<file path="src/rtl/fetch_stage_pkg.sv">
// Shared pipeline definitions for the instruction-fetch stage.
// Fetch FSM encoding, NOP word and PC step.
package fetch_stage_pkg;

    typedef enum logic [1:0] {
        S_REQ  = 2'd0,
        S_HELD = 2'd1,
        S_DROP = 2'd2
    } fetch_state_t;

    localparam logic [31:0] NOP    = 32'h0000_0000;
    localparam logic [31:0] PC_INC = 32'd4;

endpackage

</file>
<file path="src/rtl/ifid_reg.sv">
// IF/ID pipeline register: load, bubble-clear and synchronous reset.
// A bubble zeroes instr/valid but keeps pc4.
import fetch_stage_pkg::*;

module ifid_reg (
    input  logic        clk,
    input  logic        reset,
    input  logic        load,
    input  logic        bubble,
    input  logic [31:0] next_instr,
    input  logic [31:0] next_pc4,
    output logic [31:0] instr,
    output logic [31:0] pc4,
    output logic        valid
);

    logic [32:0] iv;

    // instr/valid pair and pc4 half; neither load nor bubble means hold
    always_ff @(posedge clk) begin
        if (reset) begin
            iv  <= '0;
            pc4 <= '0;
        end else if (load) begin
            iv  <= {next_instr, 1'b1};
            pc4 <= next_pc4;
        end else if (bubble) begin
            iv  <= {NOP, 1'b0};
        end
    end

    assign instr = iv[32:1];
    assign valid = iv[0];

endmodule

</file>
<file path="src/rtl/fetch_stage.sv">
// Instruction fetch with variable-latency memory and IF/ID register.
// Redirects resolve in decode; a request in flight is drained, not aborted.
import fetch_stage_pkg::*;

module fetch_stage #(
    parameter logic [31:0] RESET_PC = 32'h0000_0000
) (
    input  logic        CLK,
    input  logic        Reset,
    input  logic        StallD,
    input  logic        PCSrcD,
    input  logic [31:0] PCBranchD,
    input  logic        JumpD,
    output logic        IMemReq,
    output logic [31:0] IMemAddr,
    input  logic        IMemAck,
    input  logic [31:0] IMemRData,
    output logic [31:0] InstrD,
    output logic [31:0] PCPlus4D,
    output logic        ValidD
);

    fetch_state_t state;
    logic [31:0]  pcf;
    logic [31:0]  pcf_plus4;
    logic [31:0]  target_f;
    logic [31:0]  hold_instr;
    logic [31:0]  hold_pc4;
    logic         redirect;
    logic [31:0]  target;
    logic         d_load;
    logic         d_bubble;
    logic [31:0]  d_instr;
    logic [31:0]  d_pc4;

    assign pcf_plus4 = pcf + PC_INC;
    assign IMemAddr  = pcf;
    assign IMemReq   = ~Reset & (state != S_HELD);

    // taken branch/jump in decode and its target; jump wins
    always_comb begin
        redirect = ValidD & ~StallD & (PCSrcD | JumpD);
        target   = PCBranchD;
        if (JumpD)
            target = {PCPlus4D[31:28], InstrD[25:0], 2'b00};
    end

    // what the decode register does this cycle
    always_comb begin
        d_load   = 1'b0;
        d_bubble = 1'b0;
        d_instr  = IMemRData;
        d_pc4    = pcf_plus4;
        unique case (state)
            S_REQ: begin
                if (IMemAck && !StallD && !redirect)
                    d_load = 1'b1;
                else if (!StallD)
                    d_bubble = 1'b1;
            end
            S_HELD: begin
                d_instr = hold_instr;
                d_pc4   = hold_pc4;
                if (!StallD && redirect)
                    d_bubble = 1'b1;
                else if (!StallD)
                    d_load = 1'b1;
            end
            S_DROP: begin
                if (!StallD)
                    d_bubble = 1'b1;
            end
            default: begin
                d_bubble = ~StallD;
            end
        endcase
    end

    // fetch FSM: PC, pending redirect target and stall buffer
    always_ff @(posedge CLK) begin
        if (Reset) begin
            state      <= S_REQ;
            pcf        <= RESET_PC;
            target_f   <= '0;
            hold_instr <= '0;
            hold_pc4   <= '0;
        end else begin
            unique case (state)
                S_REQ: begin
                    if (IMemAck) begin
                        if (redirect) begin
                            pcf <= target;
                        end else begin
                            pcf <= pcf_plus4;
                            if (StallD) begin
                                hold_instr <= IMemRData;
                                hold_pc4   <= pcf_plus4;
                                state      <= S_HELD;
                            end
                        end
                    end else if (redirect) begin
                        target_f <= target;
                        state    <= S_DROP;
                    end
                end
                S_HELD: begin
                    if (!StallD) begin
                        if (redirect)
                            pcf <= target;
                        state <= S_REQ;
                    end
                end
                S_DROP: begin
                    if (IMemAck) begin
                        pcf   <= redirect ? target : target_f;
                        state <= S_REQ;
                    end else if (redirect) begin
                        target_f <= target;
                    end
                end
                default: begin
                    state <= S_REQ;
                end
            endcase
        end
    end

    ifid_reg u_ifid (
        .clk        (CLK),
        .reset      (Reset),
        .load       (d_load),
        .bubble     (d_bubble),
        .next_instr (d_instr),
        .next_pc4   (d_pc4),
        .instr      (InstrD),
        .pc4        (PCPlus4D),
        .valid      (ValidD)
    );

endmodule

</file>
<file path="config.mk">
export PLATFORM = sky130hd
export DESIGN_NAME = fetch_stage
export DESIGN_NICKNAME = d
export VERILOG_FILES = /design/src/rtl/fetch_stage_pkg.sv /design/src/rtl/ifid_reg.sv /design/src/rtl/fetch_stage.sv
export SDC_FILE = /design/constraint.sdc
export NUM_CORES = 1
export LEC_CHECK = 0
export ABC_CLOCK_PERIOD_IN_PS = 7100
export CORE_UTILIZATION = 58
export CTS_CLUSTER_DIAMETER = 100
export DETAILED_ROUTE_END_ITERATION = 8
export PLACE_DENSITY = 0.86
export SLEW_MARGIN = 20
export SYNTH_ARGS = -nofsm -noshare
export SYNTH_HDL_FRONTEND = slang
export SYNTH_SLANG_ARGS = --single-unit
</file>
<file path="constraint.sdc">
create_clock -name CLK -period 7.1 [get_ports CLK]
set_clock_uncertainty 0.1 [all_clocks]
set_input_delay 1.065 -clock CLK [delete_from_list [all_inputs] [get_ports CLK]]
set_output_delay 1.065 -clock CLK [all_outputs]
set_load 0.005 [all_outputs]
</file>
### Word level (Yosys, flattened, before mapping)

Cells that the tools add are included.

| word-level totals | value |
|---|---|
| output and inout port bits | 98 |
| bits in writable memories | 0 |
| latch bits | 0 |
| bits in registers | 195 |
| memory bits (read-only) | 0 |
| memories kept | 0 |

| cells by class | value |
|---|---|
| $add $sub $neg | 1 |
| muxes and demuxes | 26 |
| shift-type cells | 0 |
| div/mod/pow operators | 0 |
| bitwise logic cells | 8 |
| equal/unequal tests | 10 |
| order comparisons | 0 |
| multipliers | 0 |
| reductions and logical operators | 13 |

Operator list:

| kind | number |
|---|---|
| 32-bit 2-to-1 mux | 9 |
| 32-bit case mux with 3 select lines | 1 |
| 33-bit 2-to-1 mux | 2 |
| 32-bit by 3-bit adder with 32-bit output, second input constant | 1 |
| 2-bit 2-to-1 mux | 6 |
| 5-bit AND reduction | 2 |
| 3-bit != test, second input constant | 3 |
| 2-bit != test, second input constant | 4 |
| 2-bit case mux with 3 select lines | 1 |
| 1-bit 2-to-1 mux | 5 |
| 1-bit inverter | 4 |
| 4-bit AND reduction | 1 |
| 1-bit AND | 3 |
| 1-bit logical AND | 3 |
| 1-bit case mux with 3 select lines | 1 |
| 3-bit nonzero test | 1 |
| 2-bit by 1-bit equality test with 1-bit output, second input constant | 1 |
| 2-bit equality test, second input constant | 1 |
| 1-bit zero test | 2 |
| 2-bit zero test | 1 |
| 2-bit by 1-bit != test with 1-bit output, second input constant | 1 |
| 1-bit case mux with 2 select lines | 1 |
| 2-bit AND reduction | 1 |
| 2-bit nonzero test | 1 |
| other kinds (2) | 2 |

### Depth between registers and ports, before layout

Gate-level depths: netlist of run 1.

| logic depth | value |
|---|---|
| word-level depth | 9 |
| mapped depth | 10 |

### Cells and area by module

A second synthesis of run 1 with hierarchy kept.

| unflattened totals | value |
|---|---|
| cell total of the unflattened synthesis | 1,216 |
| area, all modules | 10,473.8 µm² |

Modules (own cells, without submodules):

| module | area each (µm²) | cells each | sequential area each (µm²) | times used |
|---|---|---|---|---|
| fetch_stage | 7,806.2 | 965 | 2,602.5 | 1 |
| ifid_reg | 2,667.6 | 251 | 1,301.2 | 1 |

### Worst setup path before layout of run 1

Ideal clock, no wire load.

| path | value |
|---|---|
| kind | input to register |
| start point | in JumpD |
| end point | reg pcf[11], in the netlist IMemAddr[11] |
| stages | 8 |
| setup slack | 4.048 ns |
| setup time | 0.117 ns |
| arrival time | 2.835 ns |
| cells stage by stage | buf_2 buf_1 buf_1 mux2i_1 inv_1 a32oi_1 o21ai_0 a32o_1 |

| on the way | value |
|---|---|
| cells in the longest elaborated chain, start to end | 5 |

RTL lines:

| item | RTL line | source |
|---|---|---|
| start, declared | fetch_stage.sv:13 | `input logic JumpD,` |
| 1-bit bitwise OR | fetch_stage.sv:42 | `redirect = ValidD & ~StallD & (PCSrcD \| JumpD);` |
| 1-bit AND | fetch_stage.sv:42 |  |
| 32-bit 2-to-1 mux, on equally long branches | fetch_stage.sv:108, fetch_stage.sv:91 |  |
| 32-bit 2-to-1 mux, on equally long branches | fetch_stage.sv:114, fetch_stage.sv:90 |  |
| 32-bit case mux with 3 select lines | fetch_stage.sv:88 | `unique case (state)` |
| end signal, assigned | fetch_stage.sv:92 | `pcf <= target;` |
| end signal, assigned | fetch_stage.sv:109 | `pcf <= target;` |
| end signal, assigned | fetch_stage.sv:115 | `pcf <= redirect ? target : target_f;` |
| end, declared | fetch_stage.sv:24 | `logic [31:0] pcf;` |

Parallel ways exist; a longest one is shown, timed or not. The select of a mux whose other input is x is not followed.
A chain may end at the register's enable or synchronous reset.

### Final worst setup path of run 1

| path | value |
|---|---|
| start point | in JumpD |
| end point | reg target_f[26] |

| on the way | value |
|---|---|
| cells in the longest elaborated chain, start to end | 3 |

RTL lines:

| item | RTL line | source |
|---|---|---|
| 1-bit bitwise OR | fetch_stage.sv:42 |  |
| 1-bit AND | fetch_stage.sv:42 |  |
| 32-bit 2-to-1 mux * | fetch_stage.sv:101, fetch_stage.sv:117 |  |
| end signal, assigned | fetch_stage.sv:102 | `target_f <= target;` |
| end signal, assigned | fetch_stage.sv:118 | `target_f <= target;` |
| end, declared | fetch_stage.sv:26 | `logic [31:0] target_f;` |

Mark *: on every way between the ends. The rest lies on a longest branch, timed or not.

==> results.yml, run 1 <==
run_status:
  status: "finished, final reports clean"
route:
  routed-via-count: 10170
  dr.pass1.iters: 8
  routed_via_density: 6.463
  drt.antenna.violating_nets: 0
  wl_per_cell_um: 19.98
  drtIter0Drc: 1181
  route.detailed.drc: 0
  wirelength_um: 31450
worst_setup_path:
  path_cells: "buf_2 > o21a_1 > buf_4 > nand2_1 > nor2_4 > buf_16 > mux2i_1 > nor2_1"
  cp-start-kind: "primary input"
  worstSetupEndpointType: "register"
  critPathMaxFanout: 36
  slowest_delay_ns: 0.79
  crit_family: "simple AND/OR/NAND/NOR gates"
  arrival_ns: 4.19
  path_buf_inv: 3
  crit_required_ns: 7.28
  worstSetupPathType: "primary input to register"
  critPathSlowestCell: "nor2_4"
final_layout:
  final_cell_mix: "195 x dfxtp_1, 164 x clkdlybuf4s50_1, 161 x nor2_1"
  antenna_cells: 0
  area_growth_pct: 22.82
  layout-drive-gt1-share_pct: 5.539
  layout_commonest_cell: "dfxtp_1"
  fill_cells: 1294
  final_cells: 1574
  finish.utilization_pct: 72.72
  nets: 1419
synthesis:
  synth_warnings: 0
  synth_edf_count: 0
  netlist_instances: 1255
  yosysSeqAreaShare_pct: 39.76
  synth_area_sq_um: 9818
  synthArstFlopShare_pct: 0
  synthesis.nets: 1330
  yosysUniqueCellTypes: 62
  synth_seq_cells: 195
  synth.avg_cell_area_sq_um: 7.823
  synthFlopType: "dfxtp_1"
floorplanning:
  start_util_pct: 59.20
  fp.coreArea_sq_um: 16580
  die_area_sq_um: 17450
  io_pins: 168
  rows: 47
  die_width_um: 132.1
  die-height_um: 132.1
clocking:
  cts.htree.levels: 4
  cts.sink_count: 195
  clk_latency_ns: 0.43
  cts_setup_buffers: 0
  ctsResizeCount: 0
  cts_made_buffers: 17
  holdBufCountCts: 0
  root_buffer: "clkbuf_16"
  cts_buffer_depth: 2
  clkSlewWorstSetupHoldPaths_ns: 0.07
  cts_tree: "done"
sta:
  final.setup.worst_slack_ns: 3.091
  hold_viol: 0
  finalSetupViolCount: 0
  max_freq_mhz: 249.4
  tns_ns: 0
  fin_crit_sh_pct: 56.47
  tightest_slew_ns: 1.146
  slew_viol_final: 0
  fin_crit_ns: 4.009
  slew_headroom_pct: 23.58
  rsz0062_at_grt: "no"
power:
  power.total_mw: 2.877
  ir_worst_vdd_v: 0.0001811
  p_sw_mw: 0.8967
  p_per_area_nw_per_um2: 238.6
  swShare_pct: 31.16
  power.leakage_nw: 4.080
  comb_power_share_pct: 23.1
  power_frac_seq_pct: 43.9
  p_int_mw: 1.981
  power.share.clock_pct: 33.0
placement:
  post-place-cells: 1545
  place.gp.congestion: 0.9437
  pre_cts_ws_ns: 2.803
  dp_hpwl_um: 20830
  placement.io_buffers: 167
global_route:
  grt_pass1_wl_um: 50130
  gr-total-overflow: 0
  antenna_found_initial: 0
  grtUsageTotal_pct: 36.23
  grt_max_degree: 88
  grt_pass1_vias: 9511
worst_hold_path:
  hp-class: "register to register"
job:
  drv_cap: 0
-- path summary, 6_finish.rpt --
path                     to           start  slack, ns  depth (start not counted)
max            target_f[26]           JumpD       3.09                          8
min          u_ifid.pc4[12]  u_ifid.pc4[12]       0.35                          2
max reg2reg    IMemAddr[25]        state[0]       3.29                          8
min reg2reg  u_ifid.pc4[12]  u_ifid.pc4[12]       0.35                          2
-- layer usage --
layer | vias to the layer above | share of wire (%) | global-route usage [%]
li1 | 4726 | - | -
met1 | 4786 | 40 | 45.76
met2 | 554 | 45 | 57.58
met3 | 107 | 9.8 | 7.997
met4 | 0 | 4.6 | 19.83
met5 | - | 0 | 0
-- stage by stage --
step	hold WS, ns	instance area [sq um]
after floorplan	0.3312	9818
after detailed placement	0.3456	11490
after global routing	0.3787	12060
final	0.3521	12060
after global placement	0.3369	11470
after CTS	0.3548	12060
-- area by class of cell --
| type | instances | area [sq um] | area share [%] |
|---|---|---|---|
| multi-input cells | 929 | 5444 | 45.14 |
| repair buffers | 184 | 1807 | 14.98 |
| well taps | 220 | 275.3 | 2.283 |
| inverters | 17 | 63.81 | 0.5292 |
| clock inverters | 9 | 108.9 | 0.9027 |
| clock buffers | 20 | 456.7 | 3.787 |
| flip-flops and latches | 195 | 3904 | 32.37 |
-- power by group through the flow --
| stage | logic, mW | clock network, mW | registers [mW] |
|---|---|---|---|
| 2_1_floorplan | 0.404 | 0 | 1.25 |
| 3_3_place_gp | 0.633 | 0 | 1.28 |
| 3_5_place_dp | 0.646 | 0 | 1.28 |
| 4_1_cts | 0.651 | 0.949 | 1.26 |
| 5_1_grt | 0.717 | 0.994 | 1.27 |
| 6_report | 0.664 | 0.950 | 1.26 |
-- synthesized netlist by cell type (14+ instances only) --
library cell | instances | area share, %
a211oi_1 | 36 | 2.8
nand3_1 | 32 | 1.6
dfxtp_1 | 195 | 40
o211ai_1 | 20 | 1.5
nor3_1 | 60 | 3.1
clkbuf_1 | 94 | 3.6
nor4_1 | 18 | 1.1
a31oi_1 | 19 | 1.2
mux2i_1 | 65 | 6.6
nand4_1 | 14 | 0.89
nor2_1 | 163 | 6.2
nand2_1 | 139 | 5.3
o21ai_0 | 46 | 2.3
a21oi_1 | 143 | 7.3
-- registers in the layout (all words and copies together) (netlist names) --
signal / count
target_f: 32
hold_instr: 32
IMemAddr: 32
u_ifid.iv: 33
u_ifid.pc4: 32
state: 2
hold_pc4: 32
-- logic make-up after synthesis --
kind of cell / after synthesis / synth area share [%]
compound gates: 364 / 23.68
xor+xnor: 15 / 1.338
fa+ha+maj: 5 / 0.6372
buf+inv: 131 / 5.148
flops: 195 / 39.76
mux: 78 / 8.118
simple gates: 467 / 21.32
-- worst register-to-register path, delay by kind of cell (launching register included) --
kind                     cells  cell delay (ns)
adder cells (fa/ha/maj)      1             0.58
flip-flops                   1             0.48
buffers and inverters        2             0.44
AND/OR/NAND/NOR              3             1.21
AO/OA/AOI/OAI                2             0.92
Note: power is estimated with default switching activity, not from simulation.
==> run 2, diff against run 1 <==
Settings changed: ABC_CLOCK_PERIOD_IN_PS 7100 to 3700, CORE_UTILIZATION 58 to 54, PLACE_DENSITY 0.86 to 0.81.
Clock period 7.1 ns to 3.7 ns, I/O delays scaled along.
==> run 2 against run 1 <==
Routed wire length grew 3.6%. Cell area is 1.9% higher. Clock power rose by 100%. Critical path type is now register to register.
==> results.yml, run 2 (synthesis results as in run 1) <==
clocking:
  cts_setup_buffers: 0
  holdBufCountCts: 0
  cts.htree.levels: 4
  clk_latency_ns: 0.44
  ctsResizeCount: 0
  cts_tree: "done"
  root_buffer: "clkbuf_16"
  cts.sink_count: 195
  cts_buffer_depth: 2
  clkSlewWorstSetupHoldPaths_ns: 0.08
  cts_made_buffers: 17
floorplanning:
  rows: 48
  io_pins: 168
  die_width_um: 136.8
  die_area_sq_um: 18730
  die-height_um: 136.8
  start_util_pct: 55.99
  fp.coreArea_sq_um: 17540
worst_setup_path:
  path_depth: 7
  critPathSlowestCell: "nor3_1"
  r2r_start: "state[0]"
  crit_required_ns: 3.94
  crit_path_start: "state[0]"
  reg2reg_depth: 7
  path_cells: "inv_1 > ha_1 > o21bai_1 > nand2b_1 > nor3_1 > a222oi_1 > o32ai_1"
  crit_path_end: "IMemAddr[27]"
  crit_family: "simple AND/OR/NAND/NOR gates"
  cp-start-kind: "register"
  rrSetupSlack_ns: 0.54
  worstSetupEndpointType: "register"
  r2r_end: "IMemAddr[27]"
  arrival_ns: 3.39
  slowest_delay_ns: 0.73
  critPathMaxFanout: 13
  path_buf_inv: 1
  worstSetupPathType: "register to register"
sta:
  max_freq_mhz: 316.9
  holdWs_ns: 0.3537
  fin_crit_sh_pct: 85.27
  rsz0062_at_grt: "no"
  slew_headroom_pct: 38.65
  slew_viol_final: 0
  hold_viol: 0
  tns_ns: 0
  tightest_slew_ns: 0.9124
  fin_crit_ns: 3.155
  finalSetupViolCount: 0
final_layout:
  final_cell_mix: "195 x dfxtp_1, 164 x clkdlybuf4s50_1, 161 x nor2_1"
  finish.utilization_pct: 70.07
  largest_reg_flops: 33
  nets: 1435
  top_register: "u_ifid.iv"
  final_cell_area_sq_um: 12290
  layout-drive-gt1-share_pct: 6.851
  layout_commonest_cell: "dfxtp_1"
  antenna_cells: 0
  area_growth_pct: 25.16
job:
  drv_cap: 0
power:
  p_per_area_nw_per_um2: 460.6
  power.leakage_nw: 4.209
  ir_worst_vdd_v: 0.0003355
global_route:
  grt_max_degree: 179
  grt_pass1_vias: 9716
  gr-total-overflow: 0
  grtUsageTotal_pct: 35.33
  antenna_found_initial: 0
  grt_pass1_wl_um: 51130
worst_hold_path:
  hp-class: "register to register"
placement:
  dp_hpwl_um: 22000
  place.gp.congestion: 0.9548
  placed_area_sq_um: 11670
  placement.io_buffers: 167
route:
  wl_per_cell_um: 20.40
  routed-via-count: 10210
  dr.pass1.iters: 7
  wirelength_um: 32580
  drtIter0Drc: 865
  drt.antenna.violating_nets: 0
  routed_via_density: 6.396
  route.detailed.drc: 0
run_status:
  status: "finished, final reports clean"
==> run 2: cell count changes in the layout (fill, tap and decap cells not counted), sizes merged <==
cell,before,now
buf,20,36
bufinv,2,1
clkbuf,20,17
clkinv,7,9
clkinvlp,4,1
inv,13,20
==> run 2: through the flow <==
stage	setup WS, ns	power [mW]	instances
detailed placement	0.5661	3.747	1566
floorplan	1.073	3.170	1255
CTS	0.5640	5.651	1597
global route	0.2580	5.874	1597
finish	0.5448	5.660	1597
global placement	0.5958	3.723	1566
==> run 2: layout make-up <==
| cell class | instances | area, sq um |
|---|---|---|
| timing repair buffer | 200 | 1982 |
| clock inverter | 14 | 187.7 |
| inverter | 17 | 63.81 |
| sequential | 195 | 3904 |
| clock buffer | 17 | 425.4 |
| tap | 225 | 281.5 |
| fill | 1446 | 5249 |
| multi-input combinational | 929 | 5444 |
==> run 2: where the power goes <==
| group | switching [mW] | total (mW) | internal (mW) |
|---|---|---|---|
| Clock | 0.946 | 1.92 | 0.979 |
| Sequential | 0.163 | 2.41 | 2.24 |
| Combinational | 0.761 | 1.33 | 0.567 |
| Total | 1.87 | 5.66 | 3.79 |
==> run 2: routing by layer <==
layer	GRT usage, %	share of wire, %
met1	43.96	39
met4	16.30	3.9
met2	58.80	48
met5	0	0
met3	7.000	8.7
==> run 2: worst min path at each step <==
stage	startpoint	end	slack, ns	cells past startpoint
CTS	u_ifid.pc4[6]	u_ifid.pc4[6]	0.36	2
floorplan	hold_pc4[7]	hold_pc4[7]	0.33	2
global route	u_ifid.pc4[6]	u_ifid.pc4[6]	0.37	2
detailed placement	u_ifid.pc4[6]	u_ifid.pc4[6]	0.34	2
finish	hold_pc4[7]	hold_pc4[7]	0.35	2
global placement	hold_pc4[7]	hold_pc4[7]	0.34	2
==> run 2: worst min-delay path, cell delays in order (launching register included) <==
cell     delay, ns
dfxtp_1       0.31
nand2_1       0.05
a21oi_1       0.05
